## config.mk

```make
export PLATFORM = sky130hd
export DESIGN_NAME = fixed_point_divider_16b
export DESIGN_NICKNAME = d
export VERILOG_FILES = /design/src/rtl/fxp_pkg.sv /design/src/rtl/fxp_div_step.sv /design/src/rtl/fixed_point_divider_16b.sv
export SDC_FILE = /design/constraint.sdc
export NUM_CORES = 1
export LEC_CHECK = 0
export ABC_AREA = 1
export BUFFER_PORTS_ARGS = -buffer_cell sky130_fd_sc_hd__buf_2
export CORE_UTILIZATION = 29
export DETAILED_ROUTE_END_ITERATION = 8
export PLACE_DENSITY = 0.48
export RECOVER_POWER = 25
export SETUP_SLACK_MARGIN = 0.1
export SLEW_MARGIN = 20
export SYNTH_ARGS = -nofsm -noshare
export SYNTH_HDL_FRONTEND = slang
export SYNTH_HIERARCHICAL = 1
export SYNTH_SLANG_ARGS = --single-unit
```

## constraint.sdc

```tcl
create_clock -name i_clk -period 3.6 [get_ports i_clk]
set_input_delay 0.72 -clock i_clk [delete_from_list [all_inputs] [get_ports i_clk]]
set_output_delay 0.72 -clock i_clk [all_outputs]
set_load 0.05 [all_outputs]
```

## src/rtl/fxp_pkg.sv

```systemverilog
// Shared fixed-point package: word format and the divider FSM encoding.
// Also used by the Q12 multiplier and the adder.
package fxp_pkg;

    localparam int FXP_N = 16;                // total width, sign included
    localparam int FXP_Q = 12;                // fraction bits
    localparam int FXP_W = FXP_N - 1 + FXP_Q; // divider working width / iterations

    typedef enum logic [1:0] {
        IDLE = 2'd0,
        RUN  = 2'd1,
        DONE = 2'd2
    } fxp_state_e;

endpackage

```

## src/rtl/fxp_div_step.sv

```systemverilog
// One restoring-division iteration: shift the next dividend bit into the
// remainder and subtract the divisor when it fits.
module fxp_div_step #(
    parameter int N = 16
) (
    input  logic [N-1:0] rem,
    input  logic         d_msb,
    input  logic [N-2:0] divisor,
    output logic [N-1:0] rem_next,
    output logic         q_bit
);

    logic [N:0]   trial;
    logic [N-1:0] diff;

    // trial remainder, compare and conditional restore
    always_comb begin
        trial    = {rem, d_msb};
        diff     = trial[N-1:0] - {1'b0, divisor};
        q_bit    = (trial >= {2'b00, divisor});
        rem_next = q_bit ? diff : trial[N-1:0];
    end

endmodule

```

## src/rtl/fixed_point_divider_16b.sv

```systemverilog
// Sequential sign-magnitude Q-format divider, one quotient bit per clock.
// FSM IDLE/RUN/DONE; result registers change only on completion or reset.
module fixed_point_divider_16b
    import fxp_pkg::*;
#(
    parameter int Q = FXP_Q,
    parameter int N = FXP_N
) (
    input  logic         i_clk,
    input  logic         i_rst,
    input  logic         i_start,
    input  logic [N-1:0] i_dividend,
    input  logic [N-1:0] i_divisor,
    output logic [N-1:0] o_quotient,
    output logic         o_complete,
    output logic         o_busy,
    output logic         o_ovr,
    output logic         o_div_by_zero
);

    localparam int W  = N - 1 + Q;
    localparam int CW = $clog2(W + 1);

    fxp_state_e    state_r, state_nxt;
    logic [CW-1:0] cnt_r;
    logic          sign_r;
    logic [N-2:0]  dvsr_r;
    logic [N-1:0]  rem_r;
    logic [W-1:0]  d_r;
    logic [W-2:0]  quot_r;   // top bit never needs storing: it arrives on the last step

    logic          accept;
    logic          dvsr_zero;
    logic          last_step;
    logic [N-1:0]  rem_nxt;
    logic          q_bit;
    logic [W-1:0]  quot_nxt;

    assign dvsr_zero = ~|i_divisor[N-2:0];
    assign accept    = i_start && (state_r == IDLE || state_r == DONE);
    assign last_step = (state_r == RUN) && (cnt_r == CW'(1));
    assign quot_nxt  = {quot_r, q_bit};

    fxp_div_step #(.N(N)) u_step (
        .rem      (rem_r),
        .d_msb    (d_r[W-1]),
        .divisor  (dvsr_r),
        .rem_next (rem_nxt),
        .q_bit    (q_bit)
    );

    // state register
    always_ff @(posedge i_clk or posedge i_rst) begin
        if (i_rst) state_r <= IDLE;
        else       state_r <= state_nxt;
    end

    // next-state: divide-by-zero skips RUN; DONE may chain straight into a new op
    always_comb begin
        state_nxt = state_r;
        unique case (state_r)
            IDLE:    if (i_start) state_nxt = dvsr_zero ? DONE : RUN;
            RUN:     if (cnt_r == CW'(1)) state_nxt = DONE;
            DONE:    state_nxt = i_start ? (dvsr_zero ? DONE : RUN) : IDLE;
            default: state_nxt = IDLE;
        endcase
    end

    // status outputs decoded from state
    always_comb begin
        o_busy     = (state_r == RUN);
        o_complete = (state_r == DONE);
    end

    // datapath: operand capture, iteration, and result registration
    always_ff @(posedge i_clk or posedge i_rst) begin
        if (i_rst) begin
            cnt_r         <= '0;
            sign_r        <= 1'b0;
            dvsr_r        <= '0;
            rem_r         <= '0;
            d_r           <= '0;
            quot_r        <= '0;
            o_quotient    <= '0;
            o_ovr         <= 1'b0;
            o_div_by_zero <= 1'b0;
        end else if (accept) begin
            sign_r <= i_dividend[N-1] ^ i_divisor[N-1];
            dvsr_r <= i_divisor[N-2:0];
            d_r    <= {i_dividend[N-2:0], {Q{1'b0}}};
            rem_r  <= '0;
            quot_r <= '0;
            cnt_r  <= CW'(W);
            if (dvsr_zero) begin
                o_quotient    <= {i_dividend[N-1] ^ i_divisor[N-1], {(N-1){1'b1}}};
                o_ovr         <= 1'b1;
                o_div_by_zero <= 1'b1;
            end
        end else if (state_r == RUN) begin
            rem_r  <= rem_nxt;
            d_r    <= {d_r[W-2:0], 1'b0};
            quot_r <= quot_nxt[W-2:0];
            cnt_r  <= cnt_r - 1'b1;
            if (last_step) begin
                // overflow truncates to the low magnitude bits
                o_quotient    <= {sign_r, quot_nxt[N-2:0]};
                o_ovr         <= |quot_nxt[W-1:N-1];
                o_div_by_zero <= 1'b0;
            end
        end
    end

endmodule

```

Word level (Yosys, flattened, before mapping)
Cells that the tools add are included.

Flip-flop bits (word level): 110. Output and inout bits: 20.

Add/sub/neg operators: 2. Magnitude comparators: 1. Eq/ne operators: 6. Multiplexer cells: 25. Bitwise logic cells: 1. Reductions and logical operators: 10.

Operator list (count): two-way mux 16 bit (7); two-way mux 27 bit (2); two-way mux 26 bit (2); >= comparator 17 x 15 -> 1 bit (1); subtractor 16 x 15 -> 16 bit (1); OR reduction 15 bit (1); OR reduction 12 bit (1); two-way mux 5 bit (2); two-way mux 2 bit (4); two-way mux 1 bit (7); one-hot mux 2 bit (3 select lines) (1); equality test 5 x 1 -> 1 bit (second input constant) (1); subtractor 5 x 1 -> 5 bit (second input constant) (1); inequality test 2 bit (second input constant) (2); nonzero test 2 bit (2); AND reduction 3 bit (1); equality test 2 x 1 -> 1 bit (second input constant) (1); equality test 2 bit (second input constant) (1); logical AND 1 bit (2); zero test 2 bit (1); inequality test 2 x 1 -> 1 bit (second input constant) (1); AND reduction 2 bit (1); logical OR 1 bit (1); bitwise XOR 1 bit (1).

Depth between registers and ports, before layout
Gate-level depths: netlist of run 1.

Depth after elaboration: 5. Gate-level depth with buffers: 15. Gate-level depth less buffers: 14.

Cells and area by module
Netlist of run 1, hierarchy kept.

Modules (own cells, without submodules): fixed_point_divider_16b (instances 1, cells an instance 423, area each 4083.9 µm², seq. area each 2452.4 µm²); fxp_div_step (instances 1, cells an instance 269, area each 1371.3 µm², seq. area each 0.0 µm²).

Worst setup path before layout of run 1
No wires, ideal clock.

Kind: reg2reg. From: register rem_r[7]. To: register rem_r[11]. Library setup time: 121 ps. Arrival: 1770 ps. Path slack: 1709 ps. Stages on the path, launching flop included: 14. Buffers on the path: 1. Cells stage by stage: dfrtp_1 -> ha_1 -> nand2_2 -> inv_1 -> nand2_1 -> nand2_1 -> inv_1 -> nand3_4 -> nand2_4 -> nand2_8 -> buf_12 -> nand2_1 -> nand2_1 -> a22o_1.

Cells in the longest elaborated chain, start to end: 4. Elaborated cells between the ends (all ways): 5. Classes of those cells: add/sub: 1; order compare: 1; mux: 3.

Ends and longest elaborated chain: start: declaration (RTL line fixed_point_divider_16b.sv:28) `logic [N-1:0] rem_r;`; start signal: assignment (RTL line fixed_point_divider_16b.sv:100) `rem_r <= rem_nxt;`; >= comparator 17 x 15 -> 1 bit (RTL line fxp_div_step.sv:20) `q_bit = (trial >= {2'b00, divisor});`; via q_bit (RTL line fixed_point_divider_16b.sv:36) `logic q_bit;`; two-way mux 16 bit (RTL line fxp_div_step.sv:21) `rem_next = q_bit ? diff : trial[N-1:0];`; via rem_nxt[11] (RTL line fixed_point_divider_16b.sv:35) `logic [N-1:0] rem_nxt;`; two-way mux 16 bit (RTL line fixed_point_divider_16b.sv:99) `end else if (state_r == RUN) begin`; two-way mux 16 bit (RTL line fixed_point_divider_16b.sv:87) `end else if (accept) begin`.

The timed path passes the listed nets, and every way through them passes these cells. The select of a mux whose other input is x is not followed. A chain may end at the register's enable or synchronous reset.

==> results.txt, run 1 <==
status - finished with violations
failing checks - capacitance limit, slew limit
Post CTS Setup Buffer Count - 0
power density cells - 969 mW/mm²
Sum Neg Setup Slack - 0 ns
clock transition at the registers of the reported paths - 0.07 ns
Max Freq - 423 MHz
Max-slew headroom - -33.8%
top cells by count, synth - 212 x nand2_1, 110 x inv_1, 98 x dfrtp_1
max-slew violation count - 45
startpoint types - input pin
Remaining Overflow, GRT - 0
DRC Markers - 0
Hold WS - 0.479 ns
total core area - 0.0182 mm²
cts repair resizes - 0
placed insts - 952
via/cell ratio - 4.55
Critical Path AT - 2.76 ns
initial antenna violation count - 0
peak supply drop - 0.000248 V
syn_area_per_cell - 7.88 µm²
reg2reg start - state_r[1]
data required time at the worst endpoint - 4.00 ns
RSZ-0062 raised after global routing - no
Synth Area in Compound Gates - 11.5%
Worst Hold Class - reg -> reg
worst-path maximum fanout - 44
Final Critical Period - 2.36 ns
Tot GR Track Use - 14.4%
Worst Max-Slew Pin Slew - 2.00 ns
Routed WL - 13000 µm
clk buf depth - 2
cell taking the most area after synthesis - dfrtp_1
Worst Clk Skew - 0.0105 ns
port bufs - 54
leakage - 0.00323 µW
initial drt markers - 225
yosys warns - 6
Post-Synth Adder-Cell Area - 4.27%
max-capacitance violation count - 1
Seq cells post-synth - 98
post-route insts no fill - 968
H-Tree Depth - 3
GP Congestion - 0.777
via count - 4406
Critical Setup Path Class - in -> async
first-pass GRT wire length - 22200 µm
Die Wd - 139 µm
filler instances - 1946
CTS tree - built
Clk Latency, worst-skew pair - 0.35 ns
initial core utilization - 30.0%
Distinct cells, synth - 41
P&R area growth vs syn - 12.9%
Die Y - 139 µm
CTS Hold Buffers Added - 0
Top-Level Pins - 55
largest net degree at the start of global routing - 50
vias in the first global route - 4355
post-synthesis simple-gate area fraction - 26.9%
routed len/inst - 13.4 µm
Hold Vio Cnt, Final - 0
CTS Sinks - 98
ys async rst share - 100%
most used standard cell by instance count after synthesis - nand2_1
predominant post-synthesis flop cell - dfrtp_1
layout cell share with drive strength beyond 1 - 14.2%
xor/xnor share of the synthesized area - 1.12%
Tcrit/Tclk final - 65.7%
DP HPWL - 9280 µm
TritonCTS Buffers - 9
post-synthesis sequential area ratio - 45.0%
post-synthesis cell count - 692
Synth area leaders - dfrtp_1 45%, nand2_1 15%, inv_1 7.6%
final setup fails - 0
worst setup path startpoint - i_rst
EDFF count, synth - 0
Root Driver - clkbuf_16
fin nets - 787
Syn Std Cell Area - 0.00546 mm²
antenna-violating nets left - 0
main combinational cell family by area after synthesis - simple AND/OR/NAND/NOR gates
post-synthesis mux area share - 0%
ANT cells - 0
die area - 0.0194 mm²
Layout Utilization - 33.8%
HP Start - o_div_by_zero
Worst Setup End Kind - async pin
Synth top area share - 45.0%
post-synth net total - 745
cell row count - 49
Initial DRT Pass Iterations - 4
-- layout make-up --
class                      count  area, µm²  area share, %
clock inverter                 6       72.6           1.18
inverter                     117        440           7.15
multi-input combinational    451       2390           38.8
tap                          229        287           4.65
clock buffer                  10        229           3.72
timing repair buffer          57        288           4.67
sequential                    98       2450           39.8
-- placed cells by master, fill, tap and decap left out, drive strengths merged --
cell type / instances
or2: 1
xnor2: 2
dfrtp: 98
clkinvlp: 1
inv: 119
a22oi: 1
nand3b: 2
xor2: 5
clkinv: 2
a21oi: 14
a22o: 16
fa: 1
nand4: 4
bufinv: 1
buf: 55
o22ai: 26
nor3: 3
and2: 1
o21ai: 42
ha: 17
nor2: 29
nand2: 223
o211ai: 1
nor2b: 1
o221ai: 2
clkbuf: 12
nand3: 60
-- final timing paths --
path | end | slack (ns) | cells after the start
worst max-delay path | dvsr_r[14] | 1.24 | 3
worst min-delay path | o_div_by_zero | 0.48 | 2
worst max register to register | rem_r[3] | 1.27 | 5
worst min register to register | o_div_by_zero | 0.48 | 2
max in group i_clk | rem_r[3] | 1.27 | 5
min in group asynchronous | dvsr_r[2] | 0.87 | 2
-- where the power goes --
| part | total [µW] | switching [µW] | internal [µW] | leakage (µW) |
|---|---|---|---|---|
| Sequential | 1630 | 169 | 1460 | 0.00118 |
| Combinational | 3340 | 2190 | 1150 | 0.00191 |
| Clock | 998 | 449 | 550 | 0.000149 |
-- cells by family (layout without fill, tap and decap cells) --
group                      count (synthesis)  count (layout)
DFF                                       98              98
and+or+nand+nor                          324             324
buffers and inverters                    143             190
xor gates and xnor gates                   7               7
adders and majority gates                 18              18
AOI/OAI and AO/OA                        102             102
-- stage by stage --
step                      power (µW)  area, µm²  setup slack, ns
after floorplan                 4380       5460            0.318
after global placement          5030       5860             1.32
after detailed placement        5010       5860             1.27
after CTS                       6040       6160             1.26
after global routing            6610       6160            0.757
final                           5970       6160             1.24
-- worst max-delay path: stages --
cell,delay (ns)
buf_2,0.10
clkinvlp_2,1.12
clkbuf_2,0.79
-- flip-flops by register name (all words and copies together), names as in the netlist --
signal	count
quot_r	26
o_quotient	16
rem_r	16
d_r	15
dvsr_r	15
cnt_r	5
state_r	2
o_div_by_zero	1
o_ovr	1
sign_r	1
-- layer usage --
layer	vias up	GRT usage (%)	routed length, µm
met4	0	4.97	154
met3	10	1.93	255
met2	54	23.8	6190
met1	2056	19.4	6400
li1	2286	-	-
met5	-	0	0
Power figures use the tool's default switching activity.
==> run 2: changes to the inputs <==
PLACE_DENSITY = 0.5   (was 0.48)
clock period = 2.1 ns   (was 3.6 ns; I/O delays follow)
==> run 2 against run 1 <==
The run still ends with capacitance limit, slew limit left. Sequential share of layout area is 3.3 points lower. Final area increased by 9.3%. Via count grew 3.4%. Routed wire length grew 3.7%. Largest power group unchanged.
==> results.txt, run 2 (synthesis results as in run 1) <==
status - finished with violations
failing checks - capacitance limit, slew limit
hold depth - 3
die area - 0.0194 mm²
Max Freq - 511 MHz
CTS Hold Buffers Added - 0
Sum Neg Setup Slack - 0 ns
initial antenna violation count - 0
final setup fails - 0
leakage - 0.00340 µW
ANT cells - 0
max-slew violation count - 70
first-pass GRT wire length - 22300 µm
WHS Endpoint - d_r[12]
Hold Vio Cnt, Final - 0
CP max stage delay - 0.39 ns
Tcrit/Tclk final - 93.2%
H-Tree Depth - 3
Final Critical Period - 1.96 ns
most frequent cells in the layout - 193 x nand2_1, 100 x inv_1, 96 x dfrtp_1
RSZ-0062 raised after global routing - yes
largest reg by FF count - quot_r
DRC Markers - 0
Initial DRT Pass Iterations - 4
Worst Clk Skew - 0.00780 ns
worst setup path startpoint - dvsr_r[14]
largest net degree at the start of global routing - 70
cell row count - 49
Tot GR Track Use - 14.5%
Worst Setup End Kind - register
layout cell share with drive strength beyond 1 - 24.5%
max-capacitance violation count - 1
FF-to-FF End - rem_r[15]
P&R area growth vs syn - 23.3%
CTS Sinks - 98
cell mode on critical path - a21oi_2
initial core utilization - 30.0%
reg2reg start - dvsr_r[14]
Critical Setup Path Class - reg -> reg
most common cell after layout, fill and taps aside - nand2_1
peak supply drop - 0.000561 V
max reg flops - 26
via count - 4557
HP Start - i_dividend[0]
vias in the first global route - 4499
routed len/inst - 13.5 µm
top flop regs - quot_r: 26 flops, o_quotient: 16 flops, rem_r: 16 flops
worst-path maximum fanout - 7
startpoint types - register
Root Driver - clkbuf_16
Layout Utilization - 37.0%
GP Congestion - 0.884
internal reg-to-reg setup slack - 0.14 ns
clk buf depth - 2
FF-to-FF path depth - 9
Worst Hold Class - in -> reg
clock transition at the registers of the reported paths - 0.07 ns
data required time at the worst endpoint - 2.34 ns
Remaining Overflow, GRT - 0
Top-Level Pins - 55
Routed WL - 13500 µm
TritonCTS Buffers - 9
Clk Latency, worst-skew pair - 0.36 ns
power density cells - 1760 mW/mm²
Final WS setup - 0.142 ns
worst path cell trace - inv_1, ha_4, a21oi_2, nor2b_2, nand3_4, a21oi_4, buf_6, a21oi_2, a22o_1
total core area - 0.0182 mm²
antenna-violating nets left - 0
Placement Setup Slack - 0.0279 ns
initial drt markers - 198
Die Wd - 139 µm
Critical Path AT - 2.20 ns
Worst Max-Slew Pin Slew - 1.60 ns
fin nets - 816
Die Y - 139 µm
DP HPWL - 9120 µm
Max-slew headroom - -6.56%
slowest stage cell on the critical path - dfrtp_1
CTS tree - built
port bufs - 54
via/cell ratio - 4.57
run 2: cell count changes in the layout (fill, tap and decap cells not counted), moves of 3 or more:
cell / previous run / this run
inv_2: 7 / 15
buf_4: 1 / 27
inv_1: 109 / 100
a21oi_2: 0 / 3
a21oi_1: 13 / 10
nor2_1: 23 / 20
nand2_2: 7 / 24
ha_1: 17 / 3
ha_4: 0 / 13
nand2_1: 212 / 193
run 2: layer usage:
metal | vias to the layer above | wire, µm | track usage (%)
met2 | 70 | 6360 | 23.6
met1 | 2124 | 6310 | 18.8
met3 | 22 | 447 | 2.38
met5 | - | 0 | 0
li1 | 2341 | - | -
met4 | 0 | 354 | 6.90
run 2: through the flow:
step	power, µW	instances	cell area, µm²	hold WS, ns
final	11900	997	6730	0.265
after global routing	13000	997	6730	0.279
after CTS	11100	979	6430	0.189
after detailed placement	8740	962	5950	0.465
after global placement	8760	962	5950	0.465
after floorplan	7520	692	5460	0.449
run 2: layout make-up:
cell class,count,area (µm²)
Clock buffer,11,243
Clock inverter,5,108
Fill cell,1884,11500
Inverter,117,445
Multi-Input combinational cell,452,2690
Sequential cell,98,2450
Tap cell,229,287
Timing Repair Buffer,85,505
run 2: how the worst max path moves through the flow:
stage,slack (ns),end,cells after the start
after global routing,0.06,rem_r[15],9
final,0.14,rem_r[15],9
after global placement,-0.002,rem_r[10],12
after detailed placement,0.03,rem_r[15],11
after CTS,0.10,rem_r[12],12
after floorplan,0.21,rem_r[11],13
run 2: power by group:
part	switching (µW)	internal, µW	total, µW
sequential	333	2510	2840
combinational	4270	2800	7070
clock	754	1210	1960
run 2: critical path, delay by kind of cell, from the launching register on:
| family | cells | cell delay [ns] |
|---|---|---|
| buffers and inverters | 2 | 0.28 |
| DFF | 1 | 0.39 |
| AOI/OAI and AO/OA | 4 | 0.61 |
| adders and majority gates | 1 | 0.23 |
| and+or+nand+nor | 2 | 0.34 |
run 2: repair_timing:
item / in CTS / in global routing
pin swaps: 2 / 17
gates cloned: 0 / 1
buffers inserted: 1 / 17
setup endpoints to repair: 17 / 18
gates resized for setup: 16 / 51
